<file path="src/rtl/seg_scan_ctrl_if.sv">
// Display data / scan-output bundle between a display client and seg_scan_ctrl.
// Latency: none (wires only); the client drives the data side, the driver drives the pins.
// Backpressure: none; load is a fire-and-forget strobe and pending reports buffer occupancy.
interface seg_scan_ctrl_if #(
  parameter int NUM_DIG = 8
);
  logic [4*NUM_DIG-1:0] dat;
  logic [NUM_DIG-1:0]   dp;
  logic [NUM_DIG-1:0]   blank;
  logic                 lzs;
  logic                 load;
  logic                 pending;
  logic [7:0]           seg_out;
  logic [NUM_DIG-1:0]   sel;
  logic                 frame_done;

  modport master (
    output dat, dp, blank, lzs, load,
    input  pending, seg_out, sel, frame_done
  );

  modport slave (
    input  dat, dp, blank, lzs, load,
    output pending, seg_out, sel, frame_done
  );
endinterface

</file>
<file path="src/rtl/seg_scan_ctrl.sv">
// Multiplexed 7-segment driver: scans NUM_DIG digits with guard interval, dp/blank masks, LZS, double-buffered data.
// Latency: outputs registered; loaded data reaches the pins in slot 0 after the next frame boundary.
// Backpressure: none; a load always lands in the pending buffer (last load before the boundary wins).
module seg_scan_ctrl #(
  parameter int NUM_DIG     = 8,
  parameter int SCAN_DIV    = 50000,
  parameter int GUARD       = 2,
  parameter int SEG_ACT_LOW = 1,
  parameter int SEL_ACT_LOW = 0,
  parameter int HEX_EN      = 1
) (
  input logic            clk,
  input logic            rst,
  seg_scan_ctrl_if.slave bus
);

  localparam int                 IDX_W    = $clog2(NUM_DIG);
  localparam int                 PS_W     = $clog2(SCAN_DIV);
  localparam logic [PS_W-1:0]    PS_LAST  = PS_W'(SCAN_DIV - 1);
  localparam logic [PS_W-1:0]    PS_GUARD = PS_W'(GUARD);
  localparam logic [IDX_W-1:0]   IDX_LAST = IDX_W'(NUM_DIG - 1);
  // XOR masks: convert active-high patterns to pin polarity; also the "all off" value.
  localparam logic [7:0]         SEG_OFF  = {8{(SEG_ACT_LOW != 0)}};
  localparam logic [NUM_DIG-1:0] SEL_OFF  = {NUM_DIG{(SEL_ACT_LOW != 0)}};

  logic [PS_W-1:0]      r_ps;
  logic [IDX_W-1:0]     r_idx;
  logic                 r_pend;
  logic [4*NUM_DIG-1:0] r_pb_dat, r_dd_dat;
  logic [NUM_DIG-1:0]   r_pb_dp, r_pb_blank, r_dd_dp, r_dd_blank;
  logic                 r_pb_lzs, r_dd_lzs;
  logic [7:0]           r_seg;
  logic [NUM_DIG-1:0]   r_sel;
  logic                 r_fd;

  logic                 w_tick, w_boundary, w_apply;
  logic [PS_W-1:0]      w_ps_nxt;
  logic [IDX_W-1:0]     w_idx_nxt;
  logic [4*NUM_DIG-1:0] w_nd_dat;
  logic [NUM_DIG-1:0]   w_nd_dp, w_nd_blank, w_lz, w_onehot;
  logic                 w_nd_lzs, w_zrun;
  logic [3:0]           w_nib;
  logic [7:0]           w_pat;

  function automatic logic [6:0] f_dec(input logic [3:0] n);
    logic [6:0] c;
    c = 7'h00;
    case (n)
      4'h0: c = 7'h3F;  4'h1: c = 7'h06;  4'h2: c = 7'h5B;  4'h3: c = 7'h4F;
      4'h4: c = 7'h66;  4'h5: c = 7'h6D;  4'h6: c = 7'h7D;  4'h7: c = 7'h07;
      4'h8: c = 7'h7F;  4'h9: c = 7'h6F;  4'hA: c = 7'h77;  4'hB: c = 7'h7C;
      4'hC: c = 7'h39;  4'hD: c = 7'h5E;  4'hE: c = 7'h79;  4'hF: c = 7'h71;
    endcase
    if (HEX_EN == 0 && n > 4'd9) c = 7'h00;
    return c;
  endfunction

  // Scan position after this edge, and the display contents in force after it.
  always_comb begin
    w_tick     = (r_ps == PS_LAST);
    w_boundary = w_tick && (r_idx == IDX_LAST);
    w_apply    = w_boundary && r_pend;
    w_ps_nxt   = w_tick ? '0 : r_ps + PS_W'(1);
    w_idx_nxt  = r_idx;
    if (w_tick) w_idx_nxt = (r_idx == IDX_LAST) ? '0 : r_idx + IDX_W'(1);
    w_nd_dat   = w_apply ? r_pb_dat   : r_dd_dat;
    w_nd_dp    = w_apply ? r_pb_dp    : r_dd_dp;
    w_nd_blank = w_apply ? r_pb_blank : r_dd_blank;
    w_nd_lzs   = w_apply ? r_pb_lzs   : r_dd_lzs;
  end

  // Leading-zero mask: walk down from the top digit while all digits seen are zero; digit 0 always shown.
  always_comb begin
    w_zrun = 1'b1;
    w_lz   = '0;
    for (int j = NUM_DIG - 1; j >= 0; j--) begin
      w_zrun = w_zrun && (w_nd_dat[4*j +: 4] == 4'd0);
      if (j != 0) w_lz[j] = w_nd_lzs && w_zrun;
    end
  end

  // Active-high segment pattern and select for the digit that owns the next slot.
  always_comb begin
    w_nib    = w_nd_dat[{w_idx_nxt, 2'b00} +: 4];
    w_pat    = {w_nd_dp[w_idx_nxt],
                (w_nd_blank[w_idx_nxt] || w_lz[w_idx_nxt]) ? 7'h00 : f_dec(w_nib)};
    w_onehot = '0;
    if (w_ps_nxt >= PS_GUARD) w_onehot[w_idx_nxt] = 1'b1;
  end

  // Prescaler and digit index.
  always_ff @(posedge clk or posedge rst) begin
    if (rst) begin
      r_ps  <= '0;
      r_idx <= '0;
    end else begin
      r_ps  <= w_ps_nxt;
      r_idx <= w_idx_nxt;
    end
  end

  // Pending buffer and display registers; boundary uses the old buffer even if a load coincides.
  always_ff @(posedge clk or posedge rst) begin
    if (rst) begin
      r_pend     <= 1'b0;
      r_pb_dat   <= '0;
      r_pb_dp    <= '0;
      r_pb_blank <= '0;
      r_pb_lzs   <= 1'b0;
      r_dd_dat   <= '0;
      r_dd_dp    <= '0;
      r_dd_blank <= '1;
      r_dd_lzs   <= 1'b0;
    end else begin
      r_dd_dat   <= w_nd_dat;
      r_dd_dp    <= w_nd_dp;
      r_dd_blank <= w_nd_blank;
      r_dd_lzs   <= w_nd_lzs;
      if (bus.load) begin
        r_pb_dat   <= bus.dat;
        r_pb_dp    <= bus.dp;
        r_pb_blank <= bus.blank;
        r_pb_lzs   <= bus.lzs;
        r_pend     <= 1'b1;
      end else if (w_boundary) begin
        r_pend     <= 1'b0;
      end
    end
  end

  // Registered pin drive in board polarity.
  always_ff @(posedge clk or posedge rst) begin
    if (rst) begin
      r_seg <= SEG_OFF;
      r_sel <= SEL_OFF;
      r_fd  <= 1'b0;
    end else begin
      r_seg <= w_pat ^ SEG_OFF;
      r_sel <= w_onehot ^ SEL_OFF;
      r_fd  <= w_boundary;
    end
  end

  assign bus.pending    = r_pend;
  assign bus.seg_out    = r_seg;
  assign bus.sel        = r_sel;
  assign bus.frame_done = r_fd;

endmodule
</file>
<file path="src/flat_wrapper.sv">
// flat-port wrapper written by rule: the top's interface ports become plain ports
module seg_scan_ctrl_flat 
#(
  parameter int NUM_DIG     = 8,
  parameter int SCAN_DIV    = 50000,
  parameter int GUARD       = 2,
  parameter int SEG_ACT_LOW = 1,
  parameter int SEL_ACT_LOW = 0,
  parameter int HEX_EN      = 1
)
  (clk, rst, bus_dat, bus_dp, bus_blank, bus_lzs, bus_load, bus_pending, bus_seg_out, bus_sel, bus_frame_done);
  seg_scan_ctrl_if #(.NUM_DIG(NUM_DIG)) bus_i ();
  input logic clk;
  input logic rst;
  input wire logic [$bits(bus_i.dat)-1:0] bus_dat;
  input wire logic [$bits(bus_i.dp)-1:0] bus_dp;
  input wire logic [$bits(bus_i.blank)-1:0] bus_blank;
  input wire logic [$bits(bus_i.lzs)-1:0] bus_lzs;
  input wire logic [$bits(bus_i.load)-1:0] bus_load;
  output wire logic [$bits(bus_i.pending)-1:0] bus_pending;
  output wire logic [$bits(bus_i.seg_out)-1:0] bus_seg_out;
  output wire logic [$bits(bus_i.sel)-1:0] bus_sel;
  output wire logic [$bits(bus_i.frame_done)-1:0] bus_frame_done;
  assign bus_i.dat = bus_dat;
  assign bus_i.dp = bus_dp;
  assign bus_i.blank = bus_blank;
  assign bus_i.lzs = bus_lzs;
  assign bus_i.load = bus_load;
  assign bus_pending = bus_i.pending;
  assign bus_seg_out = bus_i.seg_out;
  assign bus_sel = bus_i.sel;
  assign bus_frame_done = bus_i.frame_done;
  seg_scan_ctrl #(.NUM_DIG(NUM_DIG), .SCAN_DIV(SCAN_DIV), .GUARD(GUARD), .SEG_ACT_LOW(SEG_ACT_LOW), .SEL_ACT_LOW(SEL_ACT_LOW), .HEX_EN(HEX_EN)) u_core (.clk(clk), .rst(rst), .bus(bus_i));
endmodule
</file>
<file path="config.mk">
export PLATFORM = sky130hd
export DESIGN_NAME = seg_scan_ctrl_flat
export DESIGN_NICKNAME = d
export VERILOG_FILES = /design/src/rtl/seg_scan_ctrl_if.sv /design/src/rtl/seg_scan_ctrl.sv /design/src/flat_wrapper.sv
export SDC_FILE = /design/constraint.sdc
export NUM_CORES = 1
export LEC_CHECK = 0
export ABC_AREA = 1
export CAP_MARGIN = 40
export CORE_MARGIN = 2
export CORE_UTILIZATION = 46
export DETAILED_ROUTE_END_ITERATION = 12
export GPL_TIMING_DRIVEN = 0
export PLACE_DENSITY = 0.73
export SYNTH_ARGS = -nofsm -noshare
export SYNTH_HDL_FRONTEND = slang
export SYNTH_SLANG_ARGS = --single-unit
</file>
<file path="constraint.sdc">
create_clock -name clk -period 12.7 [get_ports clk]
set_clock_uncertainty 0.05 [all_clocks]
set_input_delay 3.175 -clock clk [delete_from_list [all_inputs] [get_ports clk]]
set_output_delay 3.175 -clock clk [all_outputs]
set_load 0.1 [all_outputs]
</file>
==> impl_metrics.csv <==
group,metric,value,unit
run_status,outcome,"finished clean",
yosys,synth-seq-area-share,50.5,%
worst_setup_path,arrival,1.65,ns
timing,fin_crit,4.88,ns
detailed_routing,drt_iter0_drc,506,
worst_setup_path,critPathLaunchType,"flop",
global_routing,grt_remaining_overflow,0,
timing,rsz0062_at_grt,"false",
worst_setup_path,regToRegEndpoint,"u_core.bus.seg_out[2]",
cts,clkLatencyLatePin,0.42,ns
placement,placed_area,7950,um^2
cts,postCtsSetupBuffers,0,
yosys,ys_seq_elements,135,
yosys,synth.distinct_cells,42,
yosys,syn_area_per_cell,8.02,um^2
floorplanning,die_x,125,um
detailed_routing,drt_wl_total,15900,um
min_path,worst_hold_startpoint,"u_core.r_pb_dat[3]",
global_routing,grtUsageTotal,21.8,%
timing,tightest_slew,0.603,ns
worst_setup_path,cp_max_fo,1,
worst_setup_path,rrSetupSlack,9.52,ns
timing,fin_tns_setup,0,ns
worst_setup_path,crit_type,"reg2out",
final_layout,drive_above_1_share,13.2,%
final_layout,finalInstanceArea,8500,um^2
detailed_routing,vias_per_cell,4.87,
final_layout,fin_cells,1142,
floorplanning,core,14400,um^2
yosys,ys.warnings.count,0,
floorplanning,die_height,125,um
placement,port_buffers,68,
floorplanning,start_util,46.7,%
worst_setup_path,cp.required,9.47,ns
detailed_routing,drc,0,
cts,numCtsBuffers,17,
detailed_routing,first_pass_iters,5,
power_and_ir_drop,power.density,114,nW/um^2
cts,cts-htree-levels,4,
placement,dp_hpwl,11700,um
detailed_routing,wire_per_inst,13.9,um
floorplanning,ioPinCount,70,
cts,cts_resized,0,
cts,cts.clk_slew.worst_paths,0.06,ns
timing,finalHoldViolations,0,
min_path,min_path_type,"reg2reg",
placement,finalWeightedCongestion,0.971,
cts,cts_root_buffer,"clkbuf_16",
timing,finalCritPeriodShare,38.4,%
placement,place_inst,1111,
worst_setup_path,reg2reg_depth,19,
final_layout,nNetsFinal,1006,
timing,fmax,205,MHz
cts,cts_tree,"built",
worst_setup_path,timing.rr.start,"u_core.r_idx[0]",
timing,drv_slew,0,
global_routing,antenna_found_initial,0,
power_and_ir_drop,vdd_ir_drop_max,0.0853,mV
final_layout,n_antenna_cell,0,
global_routing,grt_pass1_wl,27000,um
cts,clock-sinks,135,
min_path,min_to,"u_core.r_pb_dat[3]",
power_and_ir_drop,p_leak,4.53,nW
cts,clk_path_buf_depth,2,
cts,ctsHoldBuffers,0,
flow_run,drv_cap,0,
min_path,holdPathStages,2,
floorplanning,dieArea,15600,um^2
yosys,synthCells,840,
timing,fin_hold_ws,0.424,ns
floorplanning,std_cell_rows,44,
yosys,synth.cell_area,6730,um^2
yosys,syn-num-nets,900,
timing,setup_violations,0,
timing,relSlewSlack,59.8,%
final_layout,area_growth,26.3,%
detailed_routing,routed-via-count,5562,
global_routing,grt_pass1_vias,5574,
detailed_routing,ant_nets,0,
worst_setup_path,end_kind,"output pin",
power_and_ir_drop,finalPower,967,uW
global_routing,grt_max_degree,73,
==> kinds of logic (layout without fill, tap and decap cells) <==
logic type,Yosys count,in the layout,synth area share (%)
adder cells (fa/ha/maj),8,8,1.49
buffers and inverters,156,274,9.33
AO/OA/AOI/OAI,89,89,7.17
XOR/XNOR,3,3,0.390
flip-flops,135,135,50.5
AND/OR/NAND/NOR,449,449,31.1
==> layout make-up <==
type                            instances  area (um^2)
Inverter                              131          503
Sequential cell                       135         3400
Fill cell                            1305         5920
Timing Repair Buffer                   87          978
Clock buffer                           23          458
Buffer                                 25          130
Tap cell                              184          230
Clock inverter                          8          100
Multi-Input combinational cell        549         2710
==> worst max path at each step <==
| stage | start | slack [ns] | end |
|---|---|---|---|
| floorplan | rst | 5.89 | u_core.bus.frame_done |
| global placement | rst | 4.15 | u_core.r_pb_dat[19] |
| detailed placement | bus_load | 8.00 | u_core.r_pb_dat[15] |
| CTS | u_core.bus.seg_out[1] | 7.80 | bus_seg_out[1] |
| global route | u_core.bus.seg_out[5] | 7.78 | bus_seg_out[5] |
| finish | u_core.bus.seg_out[1] | 7.82 | bus_seg_out[1] |
==> cells in the mapped netlist <==
cell type  count  area [um^2]
ha_1           8          100
nand2_2       10         62.6
clkbuf_1      16         60.1
a21boi_2       1         11.3
clkinv_4       1         8.76
or2_2          1         6.26
clkinv_2       1         5.00
or2_0          1         6.26
dfrtp_1      119         2980
nor4_1         2         12.5
nand3_1       34          170
nand3_4        1         17.5
o21ai_1       17         85.1
nand4_4        2         42.5
o2111ai_1      1         8.76
nand2_4        7         78.8
nor3_1         3         15.0
buf_2          5         25.0
o22a_1         1         8.76
inv_1        125          469
a21boi_1       1         7.51
a21oi_2        1         8.76
nand3b_1       3         22.5
nor2_1        58          218
inv_2          4         15.0
dfstp_2       16          420
o21ai_0       57          285
o22ai_1        1         6.26
xor2_1         3         26.3
or4_1          1         7.51
buf_6          4         45.0
nand2_8        1         20.0
o21ai_4        1         16.3
nand4_1       18          113
a22oi_1        2         15.0
nand2_1      283         1060
nor2_8         4         80.1
nand3_2        1         10.0
nor2_2        12         75.1
nor3_2         1         10.0
a21oi_1        6         30.0
nor2_4         6         67.6
==> per-stage QoR <==
step	utilization, %	setup WS (ns)
CTS	59.0	7.80
floorplan	-	5.89
finish	59.0	7.82
global placement	53.0	4.15
detailed placement	55.1	8.00
global route	59.0	7.78
==> cells in the final DEF (no fill, tap or decap), drive strengths merged <==
| cell type | instances |
|---|---|
| clkinvlp | 4 |
| ha | 8 |
| o22ai | 1 |
| nor2 | 80 |
| nand3 | 36 |
| nand3b | 3 |
| or2 | 2 |
| dfstp | 16 |
| a21boi | 2 |
| nand4 | 20 |
| o2111ai | 1 |
| o22a | 1 |
| a22oi | 2 |
| nor4 | 2 |
| inv | 129 |
| nand2 | 301 |
| bufinv | 2 |
| clkinv | 4 |
| or4 | 1 |
| dfrtp | 119 |
| clkbuf | 39 |
| o21ai | 75 |
| nor3 | 4 |
| buf | 28 |
| clkdlybuf4s50 | 68 |
| a21oi | 7 |
| xor2 | 3 |
==> layer usage <==
| metal | routed length, um | global-route usage [%] | share of wire (%) |
|---|---|---|---|
| met3 | 887 | 5.35 | 5.6 |
| met2 | 7310 | 34.4 | 46 |
| met1 | 7260 | 29.6 | 46 |
| met4 | 407 | 8.04 | 2.6 |
| met5 | 0 | 0 | 0 |
==> state kept, by name (all words and copies together), names as in the netlist <==
name / count
u_core.bus.frame_done: 1
u_core.bus.pending: 1
u_core.bus.seg_out: 8
u_core.bus.sel: 8
u_core.r_dd_blank: 8
u_core.r_dd_dat: 32
u_core.r_dd_dp: 8
u_core.r_dd_lzs: 1
u_core.r_idx: 3
u_core.r_pb_blank: 8
u_core.r_pb_dat: 32
u_core.r_pb_dp: 8
u_core.r_pb_lzs: 1
u_core.r_ps: 16
==> critical path: stages (launching register included) <==
cell and delay [ns]:
dfstp_2 0.51, clkdlybuf4s50_1 0.51, buf_8 0.21
==> power breakdown <==
part / internal (mW) / switching [mW] / leakage, nW
sequential: 0.445 / 0.00618 / 1.71
combinational: 0.0212 / 0.0263 / 2.56
clock: 0.292 / 0.177 / 0.259
(Power assumes the default switching activity.)
